`src/rtl/cdc_afifo_pkg.sv`:
```
// Shared types and constants for the asynchronous FIFO read-side output stage.
package cdc_afifo_pkg;

  // Number of words the read-side skid buffer can hold.
  localparam int CDC_AFIFO_FWFT_DEPTH = 3;

  // Circular-buffer pointer, wraps 2 -> 0.
  typedef logic [1:0] cdc_afifo_fwft_ptr_t;

  // Occupancy of the skid buffer, 0..3.
  typedef logic [1:0] cdc_afifo_fwft_cnt_t;

  // Advance a buffer pointer, wrapping after the last entry.
  function automatic cdc_afifo_fwft_ptr_t fwft_ptr_next(input cdc_afifo_fwft_ptr_t p);
    if (p == cdc_afifo_fwft_ptr_t'(CDC_AFIFO_FWFT_DEPTH - 1)) begin
      return '0;
    end
    return cdc_afifo_fwft_ptr_t'(p + 2'd1);
  endfunction

endpackage

```
`src/rtl/cdc_afifo_rd_fwft.sv`:
```
// Read-side first-word-fall-through stage of the asynchronous FIFO.
// Issues reads to the registered-read memory / gray counter, captures the
// returned word one cycle later into a 3-entry skid buffer and presents the
// buffer head on a valid/ready stream. The read strobe never depends on
// i_ready, so there is no combinational path from the consumer back to the
// pointer logic.
// Optional feature: define CDC_AFIFO_FWFT_POPCNT_EN to build a 32-bit
// accepted-beat counter on o_pop_cnt; otherwise o_pop_cnt is tied to 0.
module cdc_afifo_rd_fwft
  import cdc_afifo_pkg::*;
#(
  parameter int dbits = 8
) (
  input  logic             i_clk,
  input  logic             i_rst,
  input  logic             i_empty,
  output logic             o_rd_ena,
  input  logic [dbits-1:0] i_rdata,
  output logic             o_valid,
  input  logic             i_ready,
  output logic [dbits-1:0] o_data,
  output logic [31:0]      o_pop_cnt
);

  logic [dbits-1:0]    mem_q [0:CDC_AFIFO_FWFT_DEPTH-1];
  logic [dbits-1:0]    mem_d [0:CDC_AFIFO_FWFT_DEPTH-1];
  cdc_afifo_fwft_ptr_t wr_ptr_q, wr_ptr_d;
  cdc_afifo_fwft_ptr_t rd_ptr_q, rd_ptr_d;
  cdc_afifo_fwft_cnt_t count_q, count_d;
  logic                inflight_q, inflight_d;
  logic                rd_ena;
  logic                pop;
  logic [2:0]          committed;

  // Read strobe: only when words exist upstream and a slot is guaranteed
  // for every word already requested plus this one.
  always_comb begin
    committed = {1'b0, count_q} + {2'b00, inflight_q};
    rd_ena    = !i_empty && (committed < 3'(CDC_AFIFO_FWFT_DEPTH));
    pop       = (count_q != '0) && i_ready;
  end

  assign o_rd_ena = rd_ena;
  assign o_valid  = (count_q != '0);
  assign o_data   = mem_q[rd_ptr_q];

  // Next-state: capture the returning word, retire the popped head, track occupancy.
  always_comb begin
    for (int i = 0; i < CDC_AFIFO_FWFT_DEPTH; i++) begin
      mem_d[i] = mem_q[i];
    end
    wr_ptr_d   = wr_ptr_q;
    rd_ptr_d   = rd_ptr_q;
    count_d    = count_q;
    inflight_d = rd_ena;

    if (inflight_q) begin
      mem_d[wr_ptr_q] = i_rdata;
      wr_ptr_d        = fwft_ptr_next(wr_ptr_q);
    end

    if (pop) begin
      rd_ptr_d = fwft_ptr_next(rd_ptr_q);
    end

    // Capture and pop in the same cycle cancel out.
    case ({inflight_q, pop})
      2'b10:   count_d = cdc_afifo_fwft_cnt_t'(count_q + 2'd1);
      2'b01:   count_d = cdc_afifo_fwft_cnt_t'(count_q - 2'd1);
      default: count_d = count_q;
    endcase
  end

  // State registers; reset discards buffered and in-flight words.
  always_ff @(posedge i_clk) begin
    if (i_rst) begin
      for (int i = 0; i < CDC_AFIFO_FWFT_DEPTH; i++) begin
        mem_q[i] <= '0;
      end
      wr_ptr_q   <= '0;
      rd_ptr_q   <= '0;
      count_q    <= '0;
      inflight_q <= 1'b0;
    end else begin
      for (int i = 0; i < CDC_AFIFO_FWFT_DEPTH; i++) begin
        mem_q[i] <= mem_d[i];
      end
      wr_ptr_q   <= wr_ptr_d;
      rd_ptr_q   <= rd_ptr_d;
      count_q    <= count_d;
      inflight_q <= inflight_d;
    end
  end

`ifdef CDC_AFIFO_FWFT_POPCNT_EN
  logic [31:0] pop_cnt_q, pop_cnt_d;

  // Accepted-beat counter, wraps naturally at 2^32.
  always_comb begin
    pop_cnt_d = pop_cnt_q;
    if (pop) begin
      pop_cnt_d = pop_cnt_q + 32'd1;
    end
  end

  // Counter register.
  always_ff @(posedge i_clk) begin
    if (i_rst) begin
      pop_cnt_q <= '0;
    end else begin
      pop_cnt_q <= pop_cnt_d;
    end
  end

  assign o_pop_cnt = pop_cnt_q;
`else
  assign o_pop_cnt = '0;
`endif

endmodule

```
`config.mk`:
```
export PLATFORM = sky130hd
export DESIGN_NAME = cdc_afifo_rd_fwft
export DESIGN_NICKNAME = d
export VERILOG_FILES = /design/src/rtl/cdc_afifo_pkg.sv /design/src/rtl/cdc_afifo_rd_fwft.sv
export SDC_FILE = /design/constraint.sdc
export NUM_CORES = 1
export LEC_CHECK = 0
export CAP_MARGIN = 20
export CORE_MARGIN = 3
export CORE_UTILIZATION = 27
export CTS_CLUSTER_SIZE = 14
export DETAILED_ROUTE_END_ITERATION = 8
export SLEW_MARGIN = 10
export SYNTH_ARGS = -nofsm -noshare
export SYNTH_HDL_FRONTEND = slang
export SYNTH_SLANG_ARGS = --single-unit
```
`constraint.sdc`:
```
create_clock -name i_clk -period 1.7 [get_ports i_clk]
set_input_delay 0.34 -clock i_clk [delete_from_list [all_inputs] [get_ports i_clk]]
set_output_delay 0.34 -clock i_clk [all_outputs]
set_load 0.02 [all_outputs]
```
* Word level (Yosys, flattened, before mapping)
Memories as Yosys holds them, arrays and structs flattened. A register that Yosys moved wholly into a read port is not among the register bits.
Index checks and enable logic that the tools add are counted.
** Cells by class
- Add/sub/neg operators :: 5
- Order comparisons :: 3
- Equal/unequal tests :: 4
- Mux-type cells :: 21
- Bitwise operators :: 4
- Reductions and logical operators :: 6
** Operator list (number)
- 8-bit 2-to-1 mux :: 4
- 24-bit bitwise mux :: 1
- 24-bit 2-to-1 mux :: 1
- 8-bit demux with 2-bit select :: 1
- 2-bit 2-to-1 mux :: 6
- 1-bit 2-to-1 mux :: 7
- 2-bit by 1-bit adder with 2-bit output (second input constant) :: 3
- 2-bit == test (second input constant) :: 3
- 2-bit case mux with 2 select lines :: 1
- 2-bit nonzero test :: 2
- 2-bit by 1-bit adder with 3-bit output :: 1
- 3-bit greater-or-equal comparator (second input constant) :: 1
- 1-bit logical AND :: 3
- 3-bit by 1-bit less-than comparator with 1-bit output (second input constant) :: 1
- 3-bit by 2-bit less-than comparator with 1-bit output (second input constant) :: 1
- 2-bit inverter with 3-bit output :: 1
- 1-bit bitwise OR :: 3
- 2-bit by 1-bit == test with 1-bit output (second input constant) :: 1
- 2-bit by 1-bit subtractor with 2-bit output (second input constant) :: 1
- 1-bit zero test :: 1
** Storage, ports and cells
- Bits in registers :: 7
- RAM bits :: 24
- Bits of input ports :: 12
- Output and inout bits :: 42
- Word-level logic and storage cells :: 48
- Memories kept :: 1
** Memories
- mem_q :: words 3, bits a word 8, read ports 4, clocked after memory_dff 1, wr ports 3, RTL line cdc_afifo_rd_fwft.sv:25 : logic [dbits-1:0] mem_q [0:CDC_AFIFO_FWFT_DEPTH-1];

* Depth between registers and ports, before layout
Gate-level depths: netlist of the first run.
- Depth after elaboration :: 8
- Gate-level depth with buffers :: 6
- Gate-level depth less buffers :: 6

* Worst setup path after synthesis of the first run
OpenSTA, ideal clock, no wires.
- Kind :: register to output
- From :: register count_q[0]
- To :: output o_rd_ena
- Data arrival time :: 1.419 ns
- Required time :: 1.360 ns
- Setup slack :: -0.059 ns
- Stages on the path, launching flop included :: 4
- Path buffers :: 0
- Path through :: dfxtp_1 -> ha_1 -> ha_1 -> a211oi_1
** Between the ends
- Word-level cells in the longest chain between the ends :: 3
** RTL lines
- start, declared :: RTL line cdc_afifo_rd_fwft.sv:29 : cdc_afifo_fwft_cnt_t count_q, count_d;
- start signal, assigned :: RTL line cdc_afifo_rd_fwft.sv:90 : count_q <= count_d;
- 2-bit by 1-bit adder with 3-bit output :: RTL line cdc_afifo_rd_fwft.sv:38 : committed = {1'b0, count_q} + {2'b00, inflight_q};
- 3-bit by 2-bit less-than comparator with 1-bit output :: RTL line cdc_afifo_rd_fwft.sv:39 : rd_ena = !i_empty && (committed < 3'(CDC_AFIFO_FWFT_DEPTH));
- 1-bit logical AND :: RTL line cdc_afifo_rd_fwft.sv:39
- end, declared :: RTL line cdc_afifo_rd_fwft.sv:17 : output logic o_rd_ena,
Every way passes these cells.

* Final worst setup path of the first run
- From :: register inflight_q
- To :: output o_rd_ena
** Between the ends
- Word-level cells in the longest chain between the ends :: 3
** RTL lines
- start, declared :: RTL line cdc_afifo_rd_fwft.sv:30 : logic inflight_q, inflight_d;
- start signal, assigned :: RTL line cdc_afifo_rd_fwft.sv:91 : inflight_q <= inflight_d;
- 2-bit by 1-bit adder with 3-bit output :: RTL line cdc_afifo_rd_fwft.sv:38
- 3-bit by 2-bit less-than comparator with 1-bit output :: RTL line cdc_afifo_rd_fwft.sv:39
- 1-bit logical AND :: RTL line cdc_afifo_rd_fwft.sv:39
Every way passes these cells.

==> results of run 1 <==
## worst reg2reg max path, delay by kind of cell (launching register included)
kind | cells | cell delay, ps
buffers and inverters | 2 | 220
and+or+nand+nor | 1 | 350
AOI/OAI and AO/OA | 2 | 290
DFF | 1 | 340
adders and majority gates | 1 | 280
## flip-flops by register name, indices dropped and copies added, names as in the netlist, named ones only
signal      cells
inflight_q      1
mem_q          24
count_q         2
rd_ptr_q        2
wr_ptr_q        2
## cell usage in the layout (no fill, tap or decap), types with 2 or more instances in the layout
cell type	instances
mux2i_1	32
conb_1	32
dfxtp_1	30
nor2_1	26
buf_4	15
nand2_1	11
clkdlybuf4s50_1	11
buf_2	8
o21ai_0	7
a21oi_1	5
clkbuf_8	5
o21ai_1	2
inv_1	2
nand3b_1	2
or3_1	2
ha_4	2
clkinv_2	2
dfxtp_2	2
## power breakdown
| group | total [W] | internal (W) | switching, W | leakage, nW |
|---|---|---|---|---|
| Sequential | 0.000900 | 0.000848 | 0.0000528 | 0.269 |
| Clock | 0.000570 | 0.000282 | 0.000288 | 0.0439 |
| Combinational | 0.000640 | 0.000306 | 0.000334 | 0.605 |
## worst min-delay path by stage
stage / slack (ps) / to / cells after the start
3_3_place_gp: 470 / wr_ptr_q[1] / 2
2_1_floorplan: 410 / inflight_q / 1
4_1_cts: 490 / wr_ptr_q[1] / 2
5_1_grt: 520 / wr_ptr_q[1] / 2
3_5_place_dp: 480 / wr_ptr_q[1] / 2
6_report: 480 / wr_ptr_q[1] / 2
## final cells by class
class / instances / area [um^2]
Fill cell: 608 / 3690
Multi-Input combinational cell: 130 / 807
Sequential cell: 33 / 667
Timing Repair Buffer: 36 / 294
Tap cell: 72 / 90.1
Clock buffer: 5 / 68.8
Clock inverter: 3 / 17.5
Inverter: 2 / 7.51
## stage by stage
| step | instance area [um^2] | instances | setup WS [ps] | hold slack [ps] |
|---|---|---|---|---|
| after global placement | 1880 | 273 | -257 | 470 |
| after CTS | 1980 | 281 | -33.2 | 487 |
| final | 1950 | 281 | -16.9 | 483 |
| after detailed placement | 1880 | 273 | -296 | 477 |
| after floorplan | 1730 | 205 | 127 | 412 |
| after global routing | 1950 | 281 | -68.9 | 516 |
## per-layer routing
| metal | share of wire | wire length, um |
|---|---|---|
| met1 | 0.45 | 1300 |
| met2 | 0.47 | 1340 |
| met3 | 0.062 | 176 |
| met4 | 0.013 | 38 |
| met5 | 0 | 0 |
## kinds of logic (layout without fill, tap and decap cells)
logic type / after synthesis / count (layout) / synth area share
simple gates: 45 / 45 / 0.121
buf+inv: 42 / 46 / 0.178
flops: 33 / 33 / 0.411
mux: 32 / 32 / 0.199
compound gates: 16 / 16 / 0.0537
fa+ha+maj: 3 / 3 / 0.0234
xor+xnor: 2 / 2 / 0.0109
other cells: 1 / 32 / 0.00233
## what timing repair did
| item | CTS | global route |
|---|---|---|
| setup buffers | 0 | 0 |
| endpoints found under the setup margin | 10 | 6 |
| gates resized for setup | 52 | 5 |
| pin swaps | 3 | 0 |
==> summary.txt, run 1 <==
run status: complete, but fails checks
failing checks: negative setup slack
Total GRT Usage: 0.0904
Placer Congestion: 0.672
hold_sp: wr_ptr_q[1]
post-synthesis cell count: 174
Slew Limit Fails: 0
setup_tns: -16.9 ps
WL/cell: 10.2 um
CP startpoint: inflight_q
final WL: 2860 um
warnings from Yosys: 0
via/cell ratio: 4.01
critical path class: reg -> out
row count: 27
sequential fraction of the synthesis area: 0.411
DRT iter0 DRCs: 51
first-pass GRT wire length: 5000 um
die area: 6910 um^2
met1 usage: 0.103
met2 Usage GRT: 0.154
top cells by area, synth: dfxtp_1 41%, mux2i_1 20%, buf_4 15%
worst-path maximum fanout: 2
Lkg Pwr: 0.918 nW
antenna cells: 0
final worst slack: -16.9 ps
GRT overflow: 0
Tmin final: 1720 ps
CP top delay family: adder cells
Worst Reg-to-Reg Cells: 6
Final ANT Viol Nets: 0
ratio of cells with drive above 1 in the final layout: 0.196
Worst-path clk slew: 60 ps
Final Hold Vio Count: 0
top cell type's share of synthesized area: 0.411
Crit path buffers/inverters: 1
number of max-cap violations: 0
Clock Latency Late Sink: 290 ps
GR Util met3: 0.0288
Max Clock Freq: 0.582 GHz
detailed-route via count: 1,128
Max Root-Sink Buffers: 2
end of the worst register-to-register path: count_q[1]
cell taking the most area after synthesis: dfxtp_1
Die W: 83.1 um
Critical Path RT: 1360 ps
worst clock skew: 9.09 ps
final net count: 223
Final Util: 0.346
Final setup viols: 1
CP Capture Point: o_rd_ena
buffers added on ports: 21
Netlist cell types: 22
Remaining DRCs: 0
top cells by count, synth: 33 x buf_4, 33 x dfxtp_1, 32 x mux2i_1, 26 x nor2_1, 11 x nand2_1
Hold WC Path Type: reg -> reg
IO Pins: 54
core area: 5640 um^2
async set or reset register ratio after synthesis: 0
FF+latch count, synth: 33
most used routing layer: met2
CTS Hold Bufs: 0
Peak VDD IR: 443 uV
period utilization: 1.01
mapped cell area: 1610 um^2
CP Capture Type: output port
DR pass1 iterations: 4
FF-to-FF setup slack: 170 ps
CP cell instances: ha_4 > ha_4 > a211oi_2 > buf_4
Critical Path AT: 1380 ps
area delta synth->final: 21.5%
hpwl dp: 2100 um
number of flops mapped to enable cells by yosys: 0
crit-path max cell delay: 330 ps
top_reg_cell synth: dfxtp_1
Crit. path cell count: 4
RSZ-0062 raised after global routing: true
maximum level of the CTS H-tree: 2
vias in the first global route: 1,137
die span in y: 83.1 um
largest net degree at the start of global routing: 32
total chip power: 0.00211 W
CTS Sinks: 33
Reg2Reg Launch Point: count_q[1]
initial core utilization: 0.285
Setup crit start kind: flip-flop
CTS Buf Count: 5
Mean Syn Cell Area: 9.23 um^2
TritonCTS clock tree: built
CTS Root Cell: clkbuf_8
initial antenna violation count: 0
slowest CP cell: dfxtp_2
CP most frequent cell: ha_4
cell area power density: 1080 nW/um^2
No activity file was read; power rests on OpenSTA's default activity.
==> run 2, diff against run 1 <==
--- a/config.mk
+++ b/config.mk
@@ -10,6 +10,7 @@
 export CORE_UTILIZATION = 27
 export CTS_CLUSTER_SIZE = 14
 export DETAILED_ROUTE_END_ITERATION = 8
+export SKIP_CTS_REPAIR_TIMING = 1
 export SLEW_MARGIN = 10
 export SYNTH_ARGS = -nofsm -noshare
 export SYNTH_HDL_FRONTEND = slang
==> summary.txt, run 2 (synthesis gave the netlist of run 1 again) <==
run status: complete, but fails checks
failing checks: negative setup slack
Worst Reg-to-Reg Cells: 6
Switch Pwr: 0.000663 W
die span in y: 83.1 um
Max Root-Sink Buffers: 2
die area: 6910 um^2
Crit path buffers/inverters: 1
antenna cells: 0
final net count: 223
Hold Path End: wr_ptr_q[1]
Slew Limit Fails: 0
DRT iter0 DRCs: 37
Placer Congestion: 0.672
Setup crit start kind: flip-flop
IO Pins: 54
Placed Cells: 273
Hold WC Path Type: reg -> reg
Total GRT Usage: 0.0896
Worst-path clk slew: 60 ps
final WL: 2840 um
maximum level of the CTS H-tree: 2
area delta synth->final: 19.9%
Clock Latency Late Sink: 290 ps
Max Clock Freq: 0.558 GHz
Peak VDD IR: 444 uV
final worst slack: -90.8 ps
worst clock skew: 9.98 ps
FF-to-FF setup slack: 200 ps
vias in the first global route: 1,144
worst hold slack: 482 ps
Biggest register: mem_q
buffers added on ports: 21
Critical Path AT: 1450 ps
Logic pwr share: 0.302
period utilization: 1.05
GRT overflow: 0
most frequent cells in the layout: 32 x mux2i_1, 32 x dfxtp_1, 32 x conb_1, 26 x nor2_1, 15 x buf_4
RSZ-0062 raised after global routing: true
crit-path max cell delay: 310 ps
largest net degree at the start of global routing: 32
Sw Share: 0.317
slowest CP cell: dfxtp_1
Tmin final: 1790 ps
via/cell ratio: 4.02
CP top delay family: adder cells
hpwl dp: 2100 um
Remaining DRCs: 0
sequential share of power: 0.424
CP cell instances: ha_1 > ha_1 > a211oi_2 > buf_4
initial core utilization: 0.285
Final setup viols: 1
CTS Buf Count: 5
core area: 5640 um^2
detailed-route via count: 1,131
Critical Path RT: 1360 ps
end of the worst register-to-register path: count_q[1]
Die W: 83.1 um
first-pass GRT wire length: 4960 um
Final Hold Vio Count: 0
Reg2Reg Launch Point: count_q[1]
Layout Cells excl Fill: 281
initial antenna violation count: 0
Largest register FFs: 24
hold_sp: wr_ptr_q[1]
WL/cell: 10.1 um
critical path class: reg -> out
Lkg Pwr: 0.931 nW
DR pass1 iterations: 4
Clock Power Share: 0.273
TritonCTS clock tree: built
hold depth: 2
Final Util: 0.341
CP Capture Type: output port
cell area power density: 1090 nW/um^2
row count: 27
worst-path maximum fanout: 2
CTS Sinks: 33
CTS Root Cell: clkbuf_8
ratio of cells with drive above 1 in the final layout: 0.172
Final ANT Viol Nets: 0
CP most frequent cell: ha_1
internal power consumption: 0.00143 W
number of max-cap violations: 0
-- run 2: cell count changes in the layout (fill, tap and decap cells not counted), sizes merged --
| cell | change |
|---|---|
| clkbuf | +7 |
| dlymetal6s2s | +1 |
| buf | -7 |
| clkdlybuf4s15 | -1 |
-- run 2: worst max-delay path by stage --
stage                     startpoint        to  slack, ps  cells past startpoint
after CTS                 count_q[0]  o_rd_ena       -610                      4
after floorplan           count_q[0]  o_rd_ena        130                      3
after detailed placement  count_q[0]  o_rd_ena       -300                      4
after global placement    count_q[0]  o_rd_ena       -260                      4
after global routing      count_q[0]  o_rd_ena       -160                      4
final                     count_q[0]  o_rd_ena        -90                      4
-- run 2: worst reg2reg max path: stages (launching register included) --
cell and delay (ps):
dfxtp_1 320, buf_4 150, o21ai_2 150, inv_1 60
ha_1 280, or3_1 350, a21oi_1 140
-- run 2: per-layer routing --
metal	track usage	vias to the layer above	part of all wire
met2	0.152	38	0.47
met5	0	-	0
met3	0.0288	3	0.062
met4	0.0401	0	0.013
met1	0.102	515	0.45
li1	-	575	-
-- run 2: layout make-up --
type | count | area, um^2
sequential | 33 | 664
clock inverter | 3 | 17.5
multi-input combinational | 130 | 782
tap | 72 | 90.1
timing repair buffer | 36 | 295
inverter | 2 | 7.51
fill | 611 | 3720
clock buffer | 5 | 68.8
-- run 2: stage by stage --
stage	worst slack, ps	total power, W	TNS (ps)	area, um^2
finish	-90.8	0.00209	-90.8	1930
floorplan	127	0.00135	0	1730
detailed placement	-296	0.00156	-771	1880
CTS	-610	0.00215	-3990	1960
global route	-160	0.00222	-160	1930
global placement	-257	0.00155	-786	1880
-- run 2: power groups by stage --
stage	registers, W	logic [W]	clock network [W]
after CTS	0.000885	0.000663	0.000598
final	0.000887	0.000632	0.000571
after global routing	0.000898	0.000692	0.000634
after global placement	0.000899	0.000656	0
after floorplan	0.000900	0.000448	0
after detailed placement	0.000902	0.000661	0
